`src/rtl/vga_fb_arbiter.sv`:
```
// vga_fb_arbiter: shares one single-port synchronous frame-buffer RAM between
// the VGA scan-out fetch and a pixel writer. Fetches land on fixed slots
// (one per upscaled pixel); the writer gets every other memory cycle.
// Sync and blank are delayed so they leave aligned with the fetched pixel.
module vga_fb_arbiter #(
    parameter int FB_WIDTH    = 160,
    parameter int FB_HEIGHT   = 120,
    parameter int SCALE_SHIFT = 2,
    parameter int H_ACTIVE    = 640,
    parameter int V_ACTIVE    = 480,
    parameter int ADDR_W      = 15,
    parameter int PIX_W       = 8
) (
    input  logic              clk,
    input  logic              rst,
    input  logic [15:0]       h_pos,
    input  logic [15:0]       v_pos,
    input  logic              h_sync_in,
    input  logic              v_sync_in,
    input  logic              display_on_in,
    input  logic              wr_req,
    input  logic [ADDR_W-1:0] wr_addr,
    input  logic [PIX_W-1:0]  wr_data,
    output logic              wr_ack,
    output logic              wr_err,
    output logic [ADDR_W-1:0] mem_addr,
    output logic              mem_we,
    output logic [PIX_W-1:0]  mem_wdata,
    input  logic [PIX_W-1:0]  mem_rdata,
    output logic [PIX_W-1:0]  pixel_data,
    output logic              h_sync_out,
    output logic              v_sync_out,
    output logic              blank_n,
    output logic              frame_start
);

    typedef enum logic [1:0] {
        IDLE  = 2'd0,
        FETCH = 2'd1,
        WRITE = 2'd2
    } state_t;

    localparam logic [15:0]       H_ACT     = 16'(H_ACTIVE);
    localparam logic [15:0]       V_ACT     = 16'(V_ACTIVE);
    localparam logic [ADDR_W:0]   FB_PIXELS = (ADDR_W + 1)'(FB_WIDTH * FB_HEIGHT);

    state_t              r_state;
    state_t              w_nextState;
    logic [ADDR_W-1:0]   r_memAddr;
    logic [ADDR_W-1:0]   w_nextAddr;
    logic [PIX_W-1:0]    r_memWdata;
    logic [PIX_W-1:0]    w_nextWdata;
    logic                r_wrErr;
    logic                w_nextErr;
    logic                r_readValid;
    logic [PIX_W-1:0]    r_pixel;
    logic [1:0]          r_hSyncPipe;
    logic [1:0]          r_vSyncPipe;
    logic [1:0]          r_blankPipe;
    logic                r_frameStart;

    logic                w_fetchSlot;
    logic [ADDR_W-1:0]   w_fetchAddr;
    logic                w_inRange;
    logic                w_respBusy;

    // A slot is the first screen column of each upscaled frame-buffer pixel.
    assign w_fetchSlot = (h_pos < H_ACT) && (v_pos < V_ACT) &&
                         (h_pos[SCALE_SHIFT-1:0] == '0);
    assign w_fetchAddr = ADDR_W'(32'(v_pos >> SCALE_SHIFT) * FB_WIDTH +
                                 32'(h_pos >> SCALE_SHIFT));
    assign w_inRange   = {1'b0, wr_addr} < FB_PIXELS;
    // A request still high while its ack/err is showing is the old request.
    assign w_respBusy  = (r_state == WRITE) || r_wrErr;

    // Next-state and next memory-port values: fetch first, then the writer.
    always_comb begin
        w_nextState = IDLE;
        w_nextAddr  = r_memAddr;
        w_nextWdata = r_memWdata;
        w_nextErr   = 1'b0;
        if (w_fetchSlot) begin
            w_nextState = FETCH;
            w_nextAddr  = w_fetchAddr;
        end else if (wr_req && !w_respBusy) begin
            if (w_inRange) begin
                w_nextState = WRITE;
                w_nextAddr  = wr_addr;
                w_nextWdata = wr_data;
            end else begin
                w_nextErr = 1'b1;
            end
        end
    end

    // State register together with the registered memory-port fields.
    always_ff @(posedge clk or posedge rst) begin
        if (rst) begin
            r_state    <= IDLE;
            r_memAddr  <= '0;
            r_memWdata <= '0;
            r_wrErr    <= 1'b0;
        end else begin
            r_state    <= w_nextState;
            r_memAddr  <= w_nextAddr;
            r_memWdata <= w_nextWdata;
            r_wrErr    <= w_nextErr;
        end
    end

    // Catch read data the cycle after a FETCH and hold it for the whole pixel.
    always_ff @(posedge clk or posedge rst) begin
        if (rst) begin
            r_readValid <= 1'b0;
            r_pixel     <= '0;
        end else begin
            r_readValid <= (r_state == FETCH);
            if (r_readValid) begin
                r_pixel <= mem_rdata;
            end
        end
    end

    // Free-running two-stage delay for sync/blank plus the frame-start pulse.
    always_ff @(posedge clk or posedge rst) begin
        if (rst) begin
            r_hSyncPipe  <= '0;
            r_vSyncPipe  <= '0;
            r_blankPipe  <= '0;
            r_frameStart <= 1'b0;
        end else begin
            r_hSyncPipe  <= {r_hSyncPipe[0], h_sync_in};
            r_vSyncPipe  <= {r_vSyncPipe[0], v_sync_in};
            r_blankPipe  <= {r_blankPipe[0], display_on_in};
            r_frameStart <= (h_pos == 16'd0) && (v_pos == 16'd0);
        end
    end

    assign mem_addr    = r_memAddr;
    assign mem_wdata   = r_memWdata;
    assign mem_we      = (r_state == WRITE);
    assign wr_ack      = (r_state == WRITE);
    assign wr_err      = r_wrErr;
    assign h_sync_out  = r_hSyncPipe[1];
    assign v_sync_out  = r_vSyncPipe[1];
    assign blank_n     = r_blankPipe[1];
    assign frame_start = r_frameStart;
    assign pixel_data  = r_blankPipe[1] ? r_pixel : '0;

endmodule

```
`config.mk`:
```
export PLATFORM = sky130hd
export DESIGN_NAME = vga_fb_arbiter
export DESIGN_NICKNAME = d
export VERILOG_FILES = /design/src/rtl/vga_fb_arbiter.sv
export SDC_FILE = /design/constraint.sdc
export NUM_CORES = 1
export LEC_CHECK = 0
export ABC_AREA = 1
export CAP_MARGIN = 20
export CORE_ASPECT_RATIO = 0.5
export CORE_MARGIN = 2
export CORE_UTILIZATION = 40
export DETAILED_ROUTE_END_ITERATION = 12
export GPL_TIMING_DRIVEN = 1
export PLACE_DENSITY = 0.81
export SYNTH_ARGS = -nofsm -noshare
export SYNTH_HDL_FRONTEND = slang
export SYNTH_SLANG_ARGS = --single-unit
```
`constraint.sdc`:
```
create_clock -name clk -period 1.5 [get_ports clk]
set_input_delay 0.45 -clock clk [delete_from_list [all_inputs] [get_ports clk]]
set_output_delay 0.45 -clock clk [all_outputs]
set_load 0.02 [all_outputs]
```
-- Word level (Yosys, flattened, before mapping)
Cells that the tools add are included.
- flip-flop bits (word level): 42
- logic and storage cells: 41
- equal/unequal tests: 2
- muxes and demuxes: 10
- multipliers: 1
- add/subtract/negate cells: 1
- order comparisons: 3
- bitwise logic cells: 1
- reductions and logical operators: 13
- operator list (operator ; number):
    $mux W15 ; 3
    $logic_not A16 Y1 ; 2
    $lt A16 B10 Y1 const B ; 1
    $lt A16 B9 Y1 const B ; 1
    $add A15 B14 Y15 ; 1
    $lt A15 B15 Y1 const B ; 1
    $mul A14 B3 Y10 const B ; 1
    $mux W8 ; 1
    $mux W2 ; 3
    $logic_and A1 B1 Y1 ; 4
    $reduce_bool A2 Y1 ; 2
    $mux W1 ; 3
    $reduce_and A3 Y1 ; 1
    $eq A2 B1 Y1 const B ; 1
    $eq A2 B2 Y1 const B ; 1
    $logic_not A2 Y1 ; 1
    $reduce_and A2 Y1 ; 1
    $logic_not A1 Y1 ; 1
    $logic_or A1 B1 Y1 ; 1
    $not A1 Y1 ; 1

-- Longest topological paths before layout
Gate-level depths: netlist of run 1.
- word-level depth: 6
- mapped depth: 17

-- Least setup slack after synthesis of run 1
Ideal clock, no wire load.
- path type: input port to flip-flop
- from: input port v_pos[3]
- to: register r_memAddr[14], in the netlist mem_addr[14]
- stages: 16
- data arrival time: 2.476 ns
- buffers on the path: 0
- setup time: 0.117 ns
- slack: -1.093 ns
- cells stage by stage: ha_1 -> ha_1 -> fa_1 -> nand2_1 -> nand3_1 -> nand2_1 -> xnor2_1 -> ha_1 -> nand2_1 -> inv_1 -> a21oi_1 -> nand3_1 -> inv_1 -> nand2_1 -> nand3_1 -> nand2_1
- longest elaborated chain between the ends: 5
- elaborated cells on any way between the ends: 9
- classes of those cells: 1 x add/sub; 1 x mul; 1 x order compare; 1 x mux; 5 x reduce/logical
- ends and longest elaborated chain (item ; RTL line ; RTL):
    from (decl) ; 17 ; input logic [15:0] v_pos,
    parallel branches: the longest is 5 deep, another holds $add A15 B14 Y15 ; n/a ;
    to (signal assigned) ; 105 ; r_memAddr <= w_nextAddr;
    to (decl) ; 49 ; logic [ADDR_W-1:0] r_memAddr;
Parallel ways; which one is timed is not known.
A chain may end at the register's enable or synchronous reset.

-- Worst setup path in the final report of run 1
- from: input port v_pos[5]
- to: register r_memAddr[14], in the netlist mem_addr[14]
Same word-level chain as after synthesis.

==> parameters.txt, run 1 <==
Parameter                              Value

Cells and area
  Share of post-route cells with drive strength above 1 ... 39.6%
  Syn-to-layout area delta ... 79.8%
  Ant. Diodes ... 0
  FF+latch area ... 1050 µm²
  Fillcell total ... 465
  Footprint of the multi-input gates ... 1940 µm²
  Post-layout net count ... 607

Placement
  Quantity of I/O buffers inserted on ports ... 106
  RD Place Congestion ... 0.827
  Detailed Place HPWL ... 5.82 mm
  Setup Slack @ Placement ... -1.73 ns

Setup path
  Series of cell instances along the critical path ... buf_8 > ha_4 > ha_4 > fa_2 > nand2_2 > nand3_2 > nand2_2 > xnor2_1 > ha_1 > nand2_2 > inv_1 > a21oi_2 > nand3_2 > inv_1 > nand2_1 > nand3_1 > nand2_1
  Cell type with the highest occurrence count on the critical path ... sky130_fd_sc_hd__nand2_2
  Crit Path Class ... input port to flop
  Critical Path Source Type ... input port
  Capturing element type of the critical path ... flop
  Worst reg2reg setup slack ... 0.05 ns
  Worst-path fanout max ... 4
  Reg2reg start ... r_state[1]
  Logic depth of the worst register-to-register path ... 10
  Crit-path leading delay family ... adder cells
  Beginning of the critical path ... v_pos[5]
  Crit-path slowest cell ... sky130_fd_sc_hd__fa_2
  Critical path buffer and inverter count ... 3
  Destination of the worst register-to-register timing path ... mem_addr[14]
  Max incr delay on CP ... 0.40 ns
  Data required time of the worst path ... 1.68 ns
  Critical path data arrival time ... 2.66 ns

STA
  Number of endpoints with negative hold slack in the final report ... 0
  Clk_skew ... 0.00322 ns
  Remaining max-slew budget at the tightest pin ... 77.7%
  Max-slew violation count ... 0
  Number of failing setup endpoints in the final timing report ... 7
  Final WS setup ... -0.977 ns
  Post-layout minimum cycle time ... 2.48 ns
  Actual transition at the worst max-transition pin ... 0.334 ns
  Final period util ... 165%
  Total negative setup slack ... -5.05 ns
  RSZ-0062 raised after global routing ... true
  Max Clk Rate ... 404 MHz

CTS
  TritonCTS clock tree ... done
  Number of hold-repair buffers added at the cts stage ... 0
  Clock transition at the registers of the reported paths ... 0.06 ns
  H-tree level count ... 2
  Clock buffer count from CTS ... 5
  Maximum buffer depth of the clock tree ... 2
  Latest clock arrival within the worst-skew pair ... 0.28 ns
  Num Clock Sinks ... 42
  Clk Tree Root Cell ... sky130_fd_sc_hd__clkbuf_16

Worst hold path
  HP Class ... flop to flop
  Worst hold stages ... 0
  Hold worst-path end ... r_hSyncPipe[1]
  HP Start ... r_hSyncPipe[0]

Status
  Violated checks ... negative setup slack
  Outcome ... complete, but fails checks

Drt
  Iteration count of the initial detailed-routing pass ... 4
  Initial DRC Count ... 129
  Detailed-route vias per instance ... 4.74
  Final Routed Wirelength ... 8.32 mm
  Per-cell routed wire length ... 13.7 µm
  Post-detailed-route DRC marker count ... 0
  Vias ... 2877
  Antenna violation net count after detailed routing ... 0

Power
  Leakage power total ... 2.62 nW
  Peak supply drop ... 0.451 mV
  Total power per unit cell area ... 910 nW/µm²

Yosys
  Number of nets produced by synthesis ... 437
  Post-synthesis instance area ... 2790 µm²
  Simple-gate portion of the synthesized area ... 35.7%
  Adder-cell area share of the yosys netlist ... 11.3%
  Ys Warns ... 0
  Share of the yosys chip area belonging to registers ... 37.7%
  Largest family of logic cells by synthesized area ... simple AND/OR/NAND/NOR gates
  Area share of xor/xnor cells in the synthesized design ... 1.89%
  Number of register bits inferred by synthesis ... 42
  Synth unique cells ... 34
  Post-Synthesis Mean Instance Area ... 8.10 µm²
  Cells after Synth ... 344
  Synthesized-area fraction occupied by ao, oa, aoi and oai cells ... 2.61%
  Fraction of synthesized area in multiplexers ... 3.23%

Floorplan
  I/O pin count ... 107
  Vertical die dimension ... 63.0 µm
  Row count ... 21
  Die boundary width ... 122 µm
  Die ar. ... 7690 µm²
  Initial standard-cell utilization of the core ... 41.6%
  Core region area ... 6700 µm²

Global route
  Via count of the first global-routing pass ... 2935
  Overflow after GRT ... 0
  Number of antenna violations at the first check in global routing ... 0
  Maximum number of pins on one net before global-route repair ... 43
  Global-route wire length before repair ... 13.6 mm
  Aggregate global-route resource usage ... 22.2%

Job
  Number of max-cap violations ... 0
[routing by layer]
| metal | vias up | track usage (%) | wire, µm |
|---|---|---|---|
| met3 | 12 | 2.74 | 281 |
| met4 | 0 | 6.18 | 131 |
| met5 | - | 0 | 0 |
| li1 | 1431 | - | - |
| met1 | 1371 | 27.6 | 3560 |
| met2 | 63 | 40.4 | 4340 |
[Yosys cell counts]
master                     instances  area (µm²)
sky130_fd_sc_hd__nand2_4           6        67.6
sky130_fd_sc_hd__or3_1             1        6.26
sky130_fd_sc_hd__o21a_1            1        7.51
sky130_fd_sc_hd__xnor2_1           2        17.5
sky130_fd_sc_hd__buf_12            1        20.0
sky130_fd_sc_hd__nor3b_1           1        7.51
sky130_fd_sc_hd__mux2_2            8        90.1
sky130_fd_sc_hd__clkbuf_1          2        7.51
sky130_fd_sc_hd__inv_2             2        7.51
sky130_fd_sc_hd__nand3b_1          5        37.5
sky130_fd_sc_hd__o21ai_1           1        5.00
sky130_fd_sc_hd__nor2_4            3        33.8
sky130_fd_sc_hd__buf_4             2        15.0
sky130_fd_sc_hd__nand3_4           1        17.5
sky130_fd_sc_hd__o21ai_0           4        20.0
sky130_fd_sc_hd__buf_2             1        5.00
sky130_fd_sc_hd__inv_6             1        8.76
sky130_fd_sc_hd__nand2_2           5        31.3
sky130_fd_sc_hd__nand3_2          10         100
sky130_fd_sc_hd__a21oi_1           8        40.0
sky130_fd_sc_hd__nor2_2            2        12.5
sky130_fd_sc_hd__nor2_1           23        86.3
sky130_fd_sc_hd__fa_1              2        40.0
sky130_fd_sc_hd__nor4_1            3        18.8
sky130_fd_sc_hd__dfrtp_1          42        1050
sky130_fd_sc_hd__nand2_1         120         450
sky130_fd_sc_hd__or2_2             1        6.26
sky130_fd_sc_hd__xor2_1            4        35.0
sky130_fd_sc_hd__nand4_1           2        12.5
sky130_fd_sc_hd__ha_1             22         275
sky130_fd_sc_hd__nand3_1          19        95.1
sky130_fd_sc_hd__nor3_1            2        10.0
sky130_fd_sc_hd__buf_6             1        11.3
sky130_fd_sc_hd__inv_1            36         135
[logic make-up after synthesis]
group	count (synthesis)
buf+inv	46
fa+ha+maj	24
mux	8
flops	42
simple gates	204
compound gates	14
xor+xnor	6
[power by group]
part           total (mW)  leakage (nW)  internal (mW)  switching (mW)
Sequential           1.35         0.534           1.28          0.0695
Clock                1.24        0.0842          0.788           0.451
Combinational        1.97          2.00          0.958            1.01
[area by class of cell]
class | instances | share of cell area (%)
inverter | 39 | 3.17
clock buffer | 5 | 2.50
tap | 92 | 2.30
multi-input combinational | 256 | 38.8
clock inverter | 3 | 0.875
sequential | 42 | 21.0
timing repair buffer | 170 | 31.3
[sequential cells by signal, indices dropped and copies added, names as in the netlist]
register,flops
wr_err,1
r_vSyncPipe,2
r_state,2
r_readValid,1
mem_addr,15
mem_wdata,8
r_hSyncPipe,2
frame_start,1
r_blankPipe,2
r_pixel,8
[cell usage in the layout (no fill, tap or decap), drive strengths merged]
master         instances
dfrtp                 42
clkbuf                 9
dlygate4sd2           46
o21a                   1
mux2                   8
bufinv                 1
clkdlybuf4s15          2
xnor2                  2
nor4                   3
nor3b                  1
ha                    22
nand3b                 5
or3                    1
nor3                   2
o21ai                  5
nand3                 30
clkinv                 1
fa                     2
buf                   82
xor2                   4
clkdlybuf4s50         36
inv                   40
nand4                  2
a21oi                  8
nor2                  28
or2                    1
nand2                131
[what timing repair did]
action | in CTS | in global routing
gates resized for setup | 182 | 64
cloned | 1 | 0
pin swaps | 46 | 42
endpoints found under the setup margin | 64 | 35
setup buffers | 17 | 4
[worst max-delay path by stage]
| stage | cells past startpoint | to |
|---|---|---|
| 2_1_floorplan | 15 | mem_addr[14] |
| 3_3_place_gp | 16 | mem_addr[14] |
| 3_5_place_dp | 16 | mem_addr[14] |
| 4_1_cts | 16 | mem_addr[14] |
| 5_1_grt | 17 | mem_addr[14] |
| 6_report | 17 | mem_addr[14] |
[through the flow]
stage | power, mW | instances | hold WS (ns) | instance area [µm²] | utilization (%)
2_1_floorplan | 2.34 | 344 | 0.331 | 2950 | -
6_report | 4.56 | 607 | 0.348 | 5010 | 74.7
3_5_place_dp | 3.18 | 578 | 0.336 | 4430 | 66.1
5_1_grt | 4.83 | 607 | 0.355 | 5010 | 74.7
4_1_cts | 4.45 | 604 | 0.350 | 4850 | 72.5
3_3_place_gp | 3.13 | 578 | 0.332 | 4430 | 66.1
No activity file was read; power rests on OpenSTA's default activity.
==> run 2, diff against run 1 <==
--- a/config.mk
+++ b/config.mk
@@ -10,6 +10,7 @@
 export CORE_ASPECT_RATIO = 0.5
 export CORE_MARGIN = 2
 export CORE_UTILIZATION = 40
+export CTS_BUF_LIST = sky130_fd_sc_hd__clkbuf_8 sky130_fd_sc_hd__clkbuf_16
 export DETAILED_ROUTE_END_ITERATION = 12
 export GPL_TIMING_DRIVEN = 1
 export PLACE_DENSITY = 0.81
==> results of run 2 <==
The final DEF is identical to that of run 1; final timing and power are the same.
==> run 3, diff against run 2 <==
--- a/config.mk
+++ b/config.mk
@@ -14,6 +14,8 @@
 export DETAILED_ROUTE_END_ITERATION = 12
 export GPL_TIMING_DRIVEN = 1
 export PLACE_DENSITY = 0.81
+export SKIP_LAST_GASP = 1
 export SYNTH_ARGS = -nofsm -noshare
 export SYNTH_HDL_FRONTEND = slang
 export SYNTH_SLANG_ARGS = --single-unit
+export TNS_END_PERCENT = 5
==> parameters.txt, run 3 (synthesized netlist as in run 1, its figures left out) <==
Parameter                              Value

Setup path
  Destination of the worst register-to-register timing path ... mem_addr[12]
  Data required time of the worst path ... 1.67 ns (about the same)
  Critical path buffer and inverter count ... 3 (unchanged)
  Capture point of the worst path ... mem_addr[14]
  Beginning of the critical path ... v_pos[5]
  Reg2reg start ... r_state[1]
  Capturing element type of the critical path ... flop
  Cell type with the highest occurrence count on the critical path ... sky130_fd_sc_hd__nand2_1
  Critical path data arrival time ... 2.56 ns (-0.10 ns)
  Critical Path Source Type ... input port
  Worst-path fanout max ... 4 (unchanged)
  Logic depth of the worst register-to-register path ... 10 (unchanged)
  Crit-path leading delay family ... adder cells
  Crit Path Class ... input port to flop
  Worst reg2reg setup slack ... -0.06 ns (-0.11 ns)
  Series of cell instances along the critical path ... buf_8 > ha_4 > ha_4 > fa_2 > nand2_1 > nand3_1 > nand2_1 > xnor2_1 > ha_1 > nand2_2 > inv_2 > a21oi_2 > nand3_1 > inv_1 > nand2_1 > nand3_1 > nand2_1
  Critical Path Stages ... 17 (unchanged)
  Crit-path slowest cell ... sky130_fd_sc_hd__fa_2
  Max incr delay on CP ... 0.35 ns (-0.05 ns)

Drt
  Final Routed Wirelength ... 7.42 mm (-11%)
  Vias ... 2706 (-5.9%)
  Initial DRC Count ... 121 (-6.2%)
  Per-cell routed wire length ... 12.7 µm (-7.3%)
  Iteration count of the initial detailed-routing pass ... 4 (unchanged)
  Detailed-route vias per instance ... 4.63 (-2.2%)
  Post-detailed-route DRC marker count ... 0 (unchanged)
  Antenna violation net count after detailed routing ... 0 (unchanged)

Global route
  Aggregate global-route resource usage ... 19.6% (-2.6 points)
  Number of antenna violations at the first check in global routing ... 0 (unchanged)
  Via count of the first global-routing pass ... 2608 (-11%)
  Maximum number of pins on one net before global-route repair ... 43 (unchanged)
  Overflow after GRT ... 0 (unchanged)
  Global-route wire length before repair ... 11.9 mm (-13%)

Cells and area
  Ant. Diodes ... 0 (unchanged)
  FF+latch area ... 1050 µm² (-0.12%)
  Fillcell total ... 513 (+10%)
  Share of post-route cells with drive strength above 1 ... 25.0% (-15 points)
  Flip-flop count of the largest register, all copies and words added ... 15 (unchanged)
  Final Core Density ... 68.4% (-6.3 points)
  Footprint of the multi-input gates ... 1750 µm² (-9.7%)
  Most used cells in the layout excluding fill and tap cells ... sky130_fd_sc_hd__nand2_1 (117), sky130_fd_sc_hd__clkdlybuf4s50_1 (98), sky130_fd_sc_hd__dfrtp_1 (42)
  Post-layout net count ... 584 (-3.8%)
  Final cell count without fillers ... 584 (-3.8%)
  Syn-to-layout area delta ... 64.6%
  Most common cell after layout, fill and taps aside ... sky130_fd_sc_hd__nand2_1

CTS
  Num Clock Sinks ... 42 (unchanged)
  TritonCTS clock tree ... done
  Clock buffer count from CTS ... 5 (unchanged)
  H-tree level count ... 2 (unchanged)
  Latest clock arrival within the worst-skew pair ... 0.28 ns (about the same)
  Clock transition at the registers of the reported paths ... 0.06 ns (about the same)
  Maximum buffer depth of the clock tree ... 2 (unchanged)
  Clk Tree Root Cell ... sky130_fd_sc_hd__clkbuf_16
  Number of hold-repair buffers added at the cts stage ... 0 (unchanged)

STA
  RSZ-0062 raised after global routing ... true
  Max-slew violation count ... 0 (unchanged)
  Number of failing setup endpoints in the final timing report ... 64 (+57)
  Number of endpoints with negative hold slack in the final report ... 0 (unchanged)
  Remaining max-slew budget at the tightest pin ... 75.3% (-2.5 points)
  Actual transition at the worst max-transition pin ... 0.368 ns (+0.0334 ns)
  Clk_skew ... 0.00333 ns (+0.000113 ns)
  Final WS setup ... -0.891 ns (+0.0863 ns)
  Final period util ... 159% (-5.8 points)
  Post-layout minimum cycle time ... 2.39 ns (-0.0863 ns)
  Max Clk Rate ... 418 MHz (+3.6%)
  Total negative setup slack ... -18.72 ns (-13.67 ns)

Status
  Outcome ... complete, but fails checks
  Violated checks ... negative setup slack

Power
  Leakage power total ... 2.26 nW (-13%)
  Total power per unit cell area ... 935 nW/µm² (+2.8%)
  Final Total Pwr ... 4.29 mW (-5.9%)
  Peak supply drop ... 0.476 mV (+5.3%)

Job
  Number of max-cap violations ... 0 (unchanged)

Worst hold path
  HP Class ... flop to flop

Placement
  RD Place Congestion ... 0.819 (-0.97%)
  Detailed Place HPWL ... 5.75 mm (-1.2%)
  Setup Slack @ Placement ... -1.71 ns (+0.0150 ns)
  Quantity of I/O buffers inserted on ports ... 106 (unchanged)
  Placed Cells ... 572 (-1.0%)

Floorplan
  I/O pin count ... 107 (unchanged)
  Row count ... 21 (unchanged)
  Die ar. ... 7690 µm² (unchanged)
  Die boundary width ... 122 µm (unchanged)
  Vertical die dimension ... 63.0 µm (unchanged)
  Core region area ... 6700 µm² (unchanged)
  Initial standard-cell utilization of the core ... 41.6% (unchanged)
## run 3: worst min-delay path by stage
stage | start | endpoint | slack (ns) | cells after the start
2_1_floorplan | r_blankPipe[0] | r_blankPipe[1] | 0.33 | 0
3_3_place_gp | r_vSyncPipe[0] | r_vSyncPipe[1] | 0.33 | 0
3_5_place_dp | r_hSyncPipe[0] | r_hSyncPipe[1] | 0.34 | 0
4_1_cts | r_hSyncPipe[0] | r_hSyncPipe[1] | 0.35 | 0
5_1_grt | r_blankPipe[0] | r_blankPipe[1] | 0.36 | 0
6_report | r_hSyncPipe[0] | r_hSyncPipe[1] | 0.35 | 0
## run 3: per-layer routing
metal  up-vias  global-route usage [%]  share of wire [%]
met3         7                    3.19                4.5
met2        71                    33.5                 49
met1      1241                    25.9                 46
li1       1387                       -                  -
met5         -                       0                  0
met4         0                    4.60               0.92
## run 3: stage by stage
stage	instance area [µm²]	hold slack [ns]
finish	4580	0.349
global route	4580	0.359
CTS	4490	0.353
detailed placement	4250	0.340
global placement	4250	0.332
floorplan	2840	0.331
## run 3: what timing repair did
| action | in CTS | in global routing |
|---|---|---|
| resized for setup | 43 | 12 |
| setup endpoints to repair | 64 | 65 |
| pin swaps | 23 | 8 |
| cloned | 0 | 0 |
| setup buffers | 1 | 3 |
## run 3: power by group
group	internal, mW	switching (mW)
clock	0.615	0.430
combinational	0.967	0.915
sequential	1.28	0.0818
## run 3: final cells by class
type	count	area share [%]
flip-flops and latches	42	22.9
multi-input cells	256	38.3
repair buffers	147	29.8
clock buffers	5	2.73
well taps	92	2.51
inverters	39	3.30
clock inverters	3	0.464
